===== src/rtl/cache_controller.sv =====
// Control FSM for a set-associative write-back cache datapath: sequences lookup,
// write hit, write-back and refill, and keeps saturating hit/miss/write-back counters.
module cache_controller #(
    parameter int CNT_WIDTH = 16
) (
    input  logic                 clk,
    input  logic                 rst_n,
    input  logic                 cpu_valid,
    input  logic                 cpu_req_type,
    output logic                 cpu_ready,
    output logic                 busy,
    input  logic                 hit,
    input  logic                 dirty_bit,
    output logic                 req_type,
    output logic                 read_en_cache,
    output logic                 write_en_cache,
    output logic                 read_en_mem,
    output logic                 write_en_mem,
    input  logic                 mem_ack,
    output logic [CNT_WIDTH-1:0] hit_count,
    output logic [CNT_WIDTH-1:0] miss_count,
    output logic [CNT_WIDTH-1:0] wb_count,
    output logic [2:0]           state_o
);

    localparam logic [2:0] S_IDLE       = 3'd0;
    localparam logic [2:0] S_COMPARE    = 3'd1;
    localparam logic [2:0] S_CHECK      = 3'd2;
    localparam logic [2:0] S_WRITE_HIT  = 3'd3;
    localparam logic [2:0] S_WRITE_BACK = 3'd4;
    localparam logic [2:0] S_ALLOCATE   = 3'd5;
    localparam logic [2:0] S_DONE       = 3'd6;

    // Counter increment constant; CNT_WIDTH must be at least 2.
    localparam logic [CNT_WIDTH-1:0] CNT_ONE = {{(CNT_WIDTH-1){1'b0}}, 1'b1};
    localparam logic [CNT_WIDTH-1:0] CNT_MAX = {CNT_WIDTH{1'b1}};

    logic [2:0]           r_state;
    logic [2:0]           w_next_state;
    logic                 r_replay;
    logic                 r_req_type;
    logic [CNT_WIDTH-1:0] r_hit_cnt;
    logic [CNT_WIDTH-1:0] r_miss_cnt;
    logic [CNT_WIDTH-1:0] r_wb_cnt;
    logic                 w_inc_hit;
    logic                 w_inc_miss;
    logic                 w_inc_wb;

    always_ff @(posedge clk or negedge rst_n) begin
        if (!rst_n) begin
            r_state <= S_IDLE;
        end else begin
            r_state <= w_next_state;
        end
    end

    always_comb begin
        w_next_state = r_state;
        case (r_state)
            S_IDLE:       if (cpu_valid) w_next_state = S_COMPARE;
            S_COMPARE:    w_next_state = S_CHECK;
            S_CHECK: begin
                if (hit) begin
                    w_next_state = r_req_type ? S_WRITE_HIT : S_DONE;
                end else if (dirty_bit && !r_replay) begin
                    w_next_state = S_WRITE_BACK;
                end else begin
                    // A miss after refill is a datapath fault; refill again rather than stall.
                    w_next_state = S_ALLOCATE;
                end
            end
            S_WRITE_HIT:  w_next_state = S_DONE;
            S_WRITE_BACK: if (mem_ack) w_next_state = S_ALLOCATE;
            S_ALLOCATE:   if (mem_ack) w_next_state = S_COMPARE;
            S_DONE:       w_next_state = S_IDLE;
            default:      w_next_state = S_IDLE;
        endcase
    end

    always_comb begin
        read_en_cache  = 1'b0;
        write_en_cache = 1'b0;
        read_en_mem    = 1'b0;
        write_en_mem   = 1'b0;
        cpu_ready      = 1'b0;
        case (r_state)
            S_COMPARE:    read_en_cache = 1'b1;
            S_CHECK:      read_en_cache = 1'b1;
            S_WRITE_HIT:  write_en_cache = 1'b1;
            S_WRITE_BACK: begin
                read_en_cache = 1'b1;
                write_en_mem  = 1'b1;
            end
            S_ALLOCATE: begin
                read_en_mem    = 1'b1;
                write_en_cache = 1'b1;
            end
            S_DONE:       cpu_ready = 1'b1;
            default:      cpu_ready = 1'b0;
        endcase
    end

    always_ff @(posedge clk or negedge rst_n) begin
        if (!rst_n) begin
            r_req_type <= 1'b0;
            r_replay   <= 1'b0;
        end else if (r_state == S_IDLE && cpu_valid) begin
            r_req_type <= cpu_req_type;
            r_replay   <= 1'b0;
        end else if (r_state == S_ALLOCATE && mem_ack) begin
            r_replay   <= 1'b1;
        end
    end

    // Only the first lookup of a request is counted; the post-refill lookup is not.
    assign w_inc_hit  = (r_state == S_CHECK) && hit && !r_replay;
    assign w_inc_miss = (r_state == S_CHECK) && !hit && !r_replay;
    assign w_inc_wb   = (r_state == S_WRITE_BACK) && mem_ack;

    always_ff @(posedge clk or negedge rst_n) begin
        if (!rst_n) begin
            r_hit_cnt  <= '0;
            r_miss_cnt <= '0;
            r_wb_cnt   <= '0;
        end else begin
            if (w_inc_hit && r_hit_cnt != CNT_MAX)   r_hit_cnt  <= r_hit_cnt + CNT_ONE;
            if (w_inc_miss && r_miss_cnt != CNT_MAX) r_miss_cnt <= r_miss_cnt + CNT_ONE;
            if (w_inc_wb && r_wb_cnt != CNT_MAX)     r_wb_cnt   <= r_wb_cnt + CNT_ONE;
        end
    end

    assign busy       = (r_state != S_IDLE);
    assign req_type   = r_req_type;
    assign hit_count  = r_hit_cnt;
    assign miss_count = r_miss_cnt;
    assign wb_count   = r_wb_cnt;
    assign state_o    = r_state;

endmodule


===== config.mk =====
export PLATFORM = sky130hd
export DESIGN_NAME = cache_controller
export DESIGN_NICKNAME = d
export VERILOG_FILES = /design/src/rtl/cache_controller.sv
export SDC_FILE = /design/constraint.sdc
export NUM_CORES = 1
export LEC_CHECK = 0
export BUFFER_PORTS_ARGS = -buffer_cell sky130_fd_sc_hd__buf_2
export CORE_MARGIN = 1
export CORE_UTILIZATION = 53
export DETAILED_ROUTE_END_ITERATION = 12
export PLACE_DENSITY = 0.78
export SLEW_MARGIN = 20
export SYNTH_ARGS = -nofsm -noshare
export SYNTH_HDL_FRONTEND = slang
export SYNTH_SLANG_ARGS = --single-unit

===== constraint.sdc =====
create_clock -name clk -period 2.1 [get_ports clk]
set_input_delay 0.42 -clock clk [delete_from_list [all_inputs] [get_ports clk]]
set_output_delay 0.42 -clock clk [all_outputs]
set_load 0.01 [all_outputs]

==> flow_summary.toml, run 1 <==
[status]
status = "complete, no violations"

[cts]
post_cts_buffers = 0
cts_inserted_buffers = 5
cts_resized = 0
insertion_delay_ns = 0.31
clock-sinks = 53
htree_levels = 2
cts_root_buffer = "clkbuf_8"
hold_buffers = 0
path_clk_slew_ns = 0.10
clk_path_buf_depth = 2
cts_tree = "yes"

[critical_path]
r2r_start = "state_o[2]$_DFFE_PN0P_"
r2r-end = "miss_count[14]$_DFFE_PN0P_"
critPathTopFamily = "simple AND/OR/NAND/NOR gates"
endpoint = "miss_count[14]$_DFFE_PN0P_"
arrival_ns = 2.16
r2r_slack_ns = 0.14
critical_path_depth = 4
startpoint_type = "flop"
required_ns = 2.30
crit_fanout = 8
crit_path_top_delay_cell = "or4b_4"
worstPathCellList = "or4b_4 -> nor4_4 -> nand3_1 -> mux2_2"
r2r_cells = 4
crit_buf_inv = 0
path_class = "reg -> reg"
cp-end-kind = "flop"
crit_path_max_incr_delay_ns = 0.61
crit_start = "state_o[2]$_DFFE_PN0P_"

[timing]
slew_headroom = 0.489
tightest_slew_ns = 0.766
hold_viol = 0
timing.hold.ws_ns = 0.171
finalSetupViolations = 0
rsz0062_at_grt = "false"
drv_slew = 0
finClkSkew_ns = 0.00901
finalCritPeriodShare = 0.933
max_clock_freq_ghz = 0.510
tns_ns = 0
finalCriticalPeriod_ns = 1.96

[synthesis]
synthesis.area_sq_um = 2720
synthCells = 256
ys.flop_type = "dfrtp_1"
async_reset_ff_frac = 1.00
syn_area_per_cell_sq_um = 10.6
yosysSeqAreaShare = 0.487
yosysWarnings = 0
syn_nets = 266
ys_ff_latch = 53
synth_edf_count = 0
ys_types = 39

[hold_path]
hold_class = "in -> async"

[pwr]
p_leak_uw = 0.00166
ir_drop_uv = 687
p_per_area_nw_per_um2 = 896

[detailed_routing]
drcViolationCount = 0
drt-initial-drc-count = 108
drt_wl_total_mm = 5.53
met1_length_mm = 2.55
route.met3.wl_microns = 250
vias_per_cell = 5.66
top_layer = "met4"
wl_per_cell_microns = 13.8
met2_length_mm = 2.68
vias = 2263
ant_nets = 0
first_pass_iters = 4

[floorplan]
ios = 65
start_util = 0.562
die_y_microns = 73.7
core_area_sq_um = 4850
die_x_microns = 73.7
dieArea_sq_um = 5430
num_rows = 25

[final_layout]
syn2layout_area_growth_pct = 20.9
drive_gt1_frac = 0.294
diodes = 0
num-nets-final = 342

[placed_design]
dp_hpwl_mm = 4.07
port_buffers = 64
place.gp.congestion = 0.878

[grt]
grt_max_degree = 36
antenna_found_initial = 0
grt_pass1_vias = 2040
grt_usage = 0.217
grt.overflow.total = 0
grt_pass1_wl_mm = 9.04

[flow_run]
maxCapViolCount = 0
placed cells by master (no fill, tap or decap), types with 6 or more instances in the layout:
master	n
buf_2	64
dfrtp_1	53
xor2_1	25
nand4_1	16
nand2_1	15
nand3_1	15
xnor2_1	13
nor3_1	12
nor2_1	10
buf_4	10
inv_1	9
a21oi_1	9
mux2_2	8
and3_1	7
nor4_1	7
nor4b_1	6
layer usage:
layer	track usage	up-vias
met5	0	-
met1	0.285	1114
li1	-	1089
met3	0.0494	5
met2	0.358	55
met4	0.0641	0
cells in the mapped netlist (all sizes together), types with 2 or more instances:
master / n / area (sq um)
dfrtp: 53 / 1330
xor2: 25 / 219
nand4: 17 / 113
nand2: 15 / 56.3
nand3: 15 / 75.1
xnor2: 13 / 114
nor3: 12 / 60.1
nor4: 12 / 115
nor2: 10 / 37.5
a21oi: 9 / 45.0
inv: 9 / 33.8
mux2: 8 / 90.1
and3: 7 / 43.8
nor4b: 7 / 67.6
and2: 5 / 31.3
nand2b: 5 / 31.3
clkbuf: 4 / 15.0
o21ai: 4 / 20.0
and4: 3 / 26.3
ha: 3 / 37.5
nor3b: 2 / 15.0
o21a: 2 / 15.0
or3: 2 / 12.5
or4: 2 / 15.0
or4b: 2 / 27.5
state kept, by name, summed over array words and instances, names as in the netlist:
register    flops
hit_count      16
miss_count     16
r_replay        1
req_type        1
state_o         3
wb_count       16
kinds of logic after synthesis:
logic type,after synthesis,share of synthesized area
AND/OR/NAND/NOR,117,0.271
XOR/XNOR,38,0.122
buffers and inverters,14,0.0197
AO/OA/AOI/OAI,22,0.0496
multiplexers,9,0.0367
flip-flops,53,0.487
adder cells (fa/ha/maj),3,0.0138
through the flow:
stage               area [sq um]  cells   util  worst slack [ns]  total power, uW
floorplan                   2720    256      -             0.207             1900
global placement            3180    392  0.657             0.217             2250
detailed placement          3180    392  0.657             0.155             2270
CTS                         3290    400  0.679             0.128             2980
global route                3290    400  0.679            0.0433             3130
finish                      3290    400  0.679             0.140             2950
final cells by class:
class                      count  area, sq um
tap                           67         83.8
clock inverter                 2         38.8
timing repair buffer          74          395
clock buffer                   6         72.6
multi-input combinational    189         1340
sequential                    53         1330
inverter                       9         33.8
fill                         401         1550
report_power, final:
group          switching [uW]  total, uW  internal, uW
sequential                199       1360          1160
clock                     338        696           358
combinational             473        892           418
worst min path at each step:
stage	start	to	slack (ns)	cells past startpoint
2_1_floorplan	rst_n	hit_count[0]$_DFFE_PN0P_	0.12	0
3_3_place_gp	hit_count[15]$_DFFE_PN0P_	hit_count[15]$_DFFE_PN0P_	0.48	1
3_5_place_dp	miss_count[5]$_DFFE_PN0P_	miss_count[5]$_DFFE_PN0P_	0.48	1
4_1_cts	rst_n	wb_count[12]$_DFFE_PN0P_	0.19	1
5_1_grt	rst_n	wb_count[12]$_DFFE_PN0P_	0.24	1
6_report	rst_n	wb_count[12]$_DFFE_PN0P_	0.17	1
Note: power is estimated with default switching activity, not from simulation.
==> run 2, diff against run 1 <==
--- a/config.mk
+++ b/config.mk
@@ -5,11 +5,13 @@
 export SDC_FILE = /design/constraint.sdc
 export NUM_CORES = 1
 export LEC_CHECK = 0
+export ABC_AREA = 1
 export BUFFER_PORTS_ARGS = -buffer_cell sky130_fd_sc_hd__buf_2
+export CAP_MARGIN = 20
 export CORE_MARGIN = 1
-export CORE_UTILIZATION = 53
+export CORE_UTILIZATION = 56
 export DETAILED_ROUTE_END_ITERATION = 12
-export PLACE_DENSITY = 0.78
+export PLACE_DENSITY = 0.8
 export SLEW_MARGIN = 20
 export SYNTH_ARGS = -nofsm -noshare
 export SYNTH_HDL_FRONTEND = slang
==> flow_summary.toml, run 2 <==
[grt]
grt_max_degree = 29
grt_pass1_wl_mm = 13.3
grt.overflow.total = 0
grt_usage = 0.263
antenna_found_initial = 0
grt_pass1_vias = 2969

[critical_path]
startpoint_type = "flop"
required_ns = 1.68
arrival_ns = 1.39
r2r_cells = 7
cp-end-kind = "output port"
path_class = "reg -> out"
crit_fanout = 5

[cts]
cts_tree = "yes"
path_clk_slew_ns = 0.10
insertion_delay_ns = 0.30
cts_resized = 0
post_cts_buffers = 0
hold_buffers = 0
cts_root_buffer = "clkbuf_8"
htree_levels = 2
clk_path_buf_depth = 2
cts_inserted_buffers = 5
clock-sinks = 53

[floorplan]
start_util = 0.593
ios = 65
die_y_microns = 79.3
num_rows = 27
die_x_microns = 79.3
core_area_sq_um = 5640
dieArea_sq_um = 6290

[pwr]
p_total_uw = 3510
p_leak_uw = 0.00197
ir_drop_uv = 583
p_per_area_nw_per_um2 = 913

[placed_design]
place.gp.congestion = 0.952
port_buffers = 64
place_area_sq_um = 3760
dp_hpwl_mm = 5.86
placed_cells = 626

[synthesis]
syn_area_per_cell_sq_um = 6.84
yosysSeqAreaShare = 0.396
ys_top_cells_by_count = "nand2_1, nor2_1, dfrtp_1, inv_1, nand3_1"
synthSimpleGateAreaFrac = 0.414
ys_types = 26
yosysMostFrequentCell = "nand2_1"
ys.flop_type = "dfrtp_1"
syn_nets = 499
synth_area_leaders = "dfrtp_1, nand2_1, nor2_1, inv_1, nand3_1"
yosysWarnings = 0
synth_top_family_by_area = "simple AND/OR/NAND/NOR gates"
synth-compound-area-share = 0.0505
synth_top_cell_by_area = "dfrtp_1"
ys_ff_latch = 53
synthAdderAreaFrac = 0.0112
synthCells = 489
synth_edf_count = 0
synth_top_area_frac = 0.396
synthesis.area_sq_um = 3350
synth_mux_area_frac = 0
async_reset_ff_frac = 1.00
synth_xor_area_frac = 0.0497

[timing]
slew_headroom = 0.591
finalCriticalPeriod_ns = 1.81
hold_viol = 0
tightest_slew_ns = 0.614
timing.hold.ws_ns = 0.113
tns_ns = 0
rsz0062_at_grt = "false"
finalSetupViolations = 0
finClkSkew_ns = 0.0133
finalCritPeriodShare = 0.861
drv_slew = 0
max_clock_freq_ghz = 0.553

[flow_run]
maxCapViolCount = 0

[hold_path]
hold_class = "in -> async"

[final_layout]
final_cell_mix = "nand2_1, buf_2, nor2_1"
syn2layout_area_growth_pct = 14.9
fin_cells = 633
drive_gt1_frac = 0.173
final_common_cell = "nand2_1"
diodes = 0
num-nets-final = 571
finish.instance_area_sq_um = 3840

[detailed_routing]
drt_wl_total_mm = 7.72
ant_nets = 0
drt-initial-drc-count = 184
first_pass_iters = 4
drcViolationCount = 0
vias_per_cell = 5.26
wl_per_cell_microns = 12.2
vias = 3328

[status]
status = "complete, no violations"
## run 2: cell types whose count changed after synthesis, moves of 10 or more
cell     delta
nand2_1   +193
nor3_1     -10
o21ai_0    +10
xor2_1     -15
nor2_1     +49
nand3_1    +14
inv_1      +37
## run 2: critical path, stage by stage, from the launching register on
cell      delay (ns)
dfrtp_1         0.44
inv_1           0.10
nor2_1          0.17
inv_1           0.08
o211ai_1        0.16
buf_2           0.16
## run 2: area by class of cell
class	instances	area [sq um]
fillers	511	1800
multi-input cells	379	1760
flip-flops and latches	53	1330
repair buffers	72	393
inverters	50	189
well taps	72	90.1
clock buffers	7	86.3
## run 2: layer usage
metal	track usage	part of all wire	vias up
met5	0	0	-
met4	0.0727	0.011	0
met3	0.0379	0.042	10
met2	0.447	0.49	103
met1	0.349	0.45	1542
li1	-	-	1673
## run 2: kinds of logic (layout without fill, tap and decap cells)
logic type / count (synthesis) / count (layout)
XOR/XNOR: 19 / 19
adder cells (fa/ha/maj): 3 / 3
AO/OA/AOI/OAI: 30 / 30
flip-flops: 53 / 53
AND/OR/NAND/NOR: 327 / 327
buffers and inverters: 57 / 129
## run 2: path summary, 6_finish.rpt
kind,endpoint,from,slack [ns]
worst max-delay path,read_en_cache,state_o[0]$_DFFE_PN0P_,0.29
worst min-delay path,wb_count[6]$_DFFE_PN0P_,rst_n,0.11
worst max register to register,miss_count[7]$_DFFE_PN0P_,miss_count[0]$_DFFE_PN0P_,0.33
worst min register to register,miss_count[15]$_DFFE_PN0P_,miss_count[15]$_DFFE_PN0P_,0.56
max in group asynchronous,miss_count[4]$_DFFE_PN0P_,rst_n,1.41
min in group clk,req_type$_DFFE_PN0P_,cpu_req_type,0.38
## run 2: where the power goes
| group | total, uW | switching [uW] | leakage [uW] | internal [uW] |
|---|---|---|---|---|
| Combinational | 1350 | 832 | 0.00123 | 515 |
| Sequential | 1570 | 326 | 0.000704 | 1240 |
| Clock | 594 | 331 | 0.0000443 | 263 |
| Total | 3510 | 1490 | 0.00197 | 2020 |
## run 2: through the flow
step                setup WS [ns]  utilization
finish                      0.291        0.681
global route                0.171        0.681
CTS                         0.289        0.681
detailed placement          0.361        0.666
global placement            0.433        0.666
floorplan                   0.518            -
==> run 3, diff against run 2 <==
--- a/config.mk
+++ b/config.mk
@@ -11,6 +11,7 @@
 export CORE_MARGIN = 1
 export CORE_UTILIZATION = 56
 export DETAILED_ROUTE_END_ITERATION = 12
+export MAX_ROUTING_LAYER = met4
 export PLACE_DENSITY = 0.8
 export SLEW_MARGIN = 20
 export SYNTH_ARGS = -nofsm -noshare
==> flow_summary.toml, run 3 (synthesis gave the netlist of run 2 again) <==
[flow_run]
maxCapViolCount = 0

[critical_path]
worstPathCellList = "inv_1 -> nor2_1 -> inv_1 -> o211ai_1 -> buf_2"
r2r_slack_ns = 0.33
required_ns = 1.68
critPathMostFrequentCell = "inv_1"
crit_buf_inv = 3
startpoint_type = "flop"
arrival_ns = 1.38
cp-end-kind = "output port"
critPathTopFamily = "flip-flops"
crit_path_max_incr_delay_ns = 0.43
crit_fanout = 5
crit_path_top_delay_cell = "dfrtp_1"
path_class = "reg -> out"

[final_layout]
multi_input_area_sq_um = 1760
final_cell_mix = "nand2_1, buf_2, nor2_1"
finish.instance_area_sq_um = 3840
drive_gt1_frac = 0.173
regArea_sq_um = 1330
diodes = 0
num-nets-final = 571
syn2layout_area_growth_pct = 14.9
final_common_cell = "nand2_1"
fillers = 511

[cts]
path_clk_slew_ns = 0.10
clock-sinks = 53
cts_resized = 0
clk_path_buf_depth = 2
cts_inserted_buffers = 5
cts_root_buffer = "clkbuf_8"
insertion_delay_ns = 0.31
cts_tree = "yes"
htree_levels = 2
post_cts_buffers = 0
hold_buffers = 0

[detailed_routing]
drcViolationCount = 0
vias = 3319
ant_nets = 0
wl_per_cell_microns = 12.2
first_pass_iters = 5
drt-initial-drc-count = 167
vias_per_cell = 5.24
drt_wl_total_mm = 7.71

[hold_path]
hold_class = "in -> async"

[timing]
drv_slew = 0
tightest_slew_ns = 0.614
finalCriticalPeriod_ns = 1.80
slew_headroom = 0.591
max_clock_freq_ghz = 0.555
finalCritPeriodShare = 0.858
hold_viol = 0
finClkSkew_ns = 0.0131
finalSetupViolations = 0
rsz0062_at_grt = "false"
tns_ns = 0

[grt]
grt_pass1_wl_mm = 13.3
grt.overflow.total = 0
antenna_found_initial = 0
grt_max_degree = 29
grt_usage = 0.271
grt_pass1_vias = 2972

[placed_design]
port_buffers = 64
dp_hpwl_mm = 5.86
place_area_sq_um = 3760
place.gp.congestion = 0.970

[pwr]
power_frac_comb = 0.384
p_seq_frac = 0.447
ir_drop_uv = 581
p_sw_frac = 0.425
p_leak_uw = 0.00197
power.internal_uw = 2020
p_per_area_nw_per_um2 = 914
p_switching_uw = 1490
p_total_uw = 3510
p_clk_frac = 0.170

[floorplan]
core_area_sq_um = 5640
num_rows = 27
dieArea_sq_um = 6290
ios = 65
start_util = 0.593
die_x_microns = 79.3
die_y_microns = 79.3

[status]
status = "complete, no violations"
-- run 3: cell counts in the layout (fill, tap and decap cells not counted) --
No cell type changed its count.
-- run 3: layout make-up --
| type | count | area share |
|---|---|---|
| clock buffers | 7 | 0.0225 |
| multi-input cells | 379 | 0.458 |
| repair buffers | 72 | 0.102 |
| well taps | 72 | 0.0234 |
| inverters | 50 | 0.0492 |
| flip-flops and latches | 53 | 0.345 |
-- run 3: final timing paths --
kind                                           start  cells after the start                        end
min in group clk                        cpu_req_type                      3       req_type$_DFFE_PN0P_
max reg2reg                miss_count[0]$_DFFE_PN0P_                      7  miss_count[7]$_DFFE_PN0P_
max in group asynchronous                      rst_n                      2  miss_count[4]$_DFFE_PN0P_
min reg2reg                  wb_count[8]$_DFFE_PN0P_                      1    wb_count[8]$_DFFE_PN0P_
max                           state_o[0]$_DFFE_PN0P_                      5              read_en_cache
min                                            rst_n                      1    wb_count[6]$_DFFE_PN0P_
-- run 3: layer usage --
layer / GRT usage / part of all wire / up-vias
li1: - / - / 1675
met5: - / 0 / -
met1: 0.350 / 0.46 / 1551
met2: 0.447 / 0.49 / 85
met3: 0.0368 / 0.040 / 8
met4: 0.0727 / 0.0093 / 0
-- run 3: through the flow --
step                worst slack [ns]  utilization  hold WS [ns]  instances
CTS                            0.289        0.681         0.124        633
detailed placement             0.361        0.666         0.457        626
floorplan                      0.518            -         0.124        489
global route                   0.171        0.681         0.156        633
global placement               0.433        0.666         0.457        626
finish                         0.298        0.681         0.113        633
-- run 3: power groups by stage --
stage	Clock [uW]	Sequential [uW]	Combinational, uW
final	596	1570	1350
after global routing	655	1610	1530
after CTS	607	1560	1350
after detailed placement	0	1580	1350
after global placement	0	1560	1310
after floorplan	0	1620	809
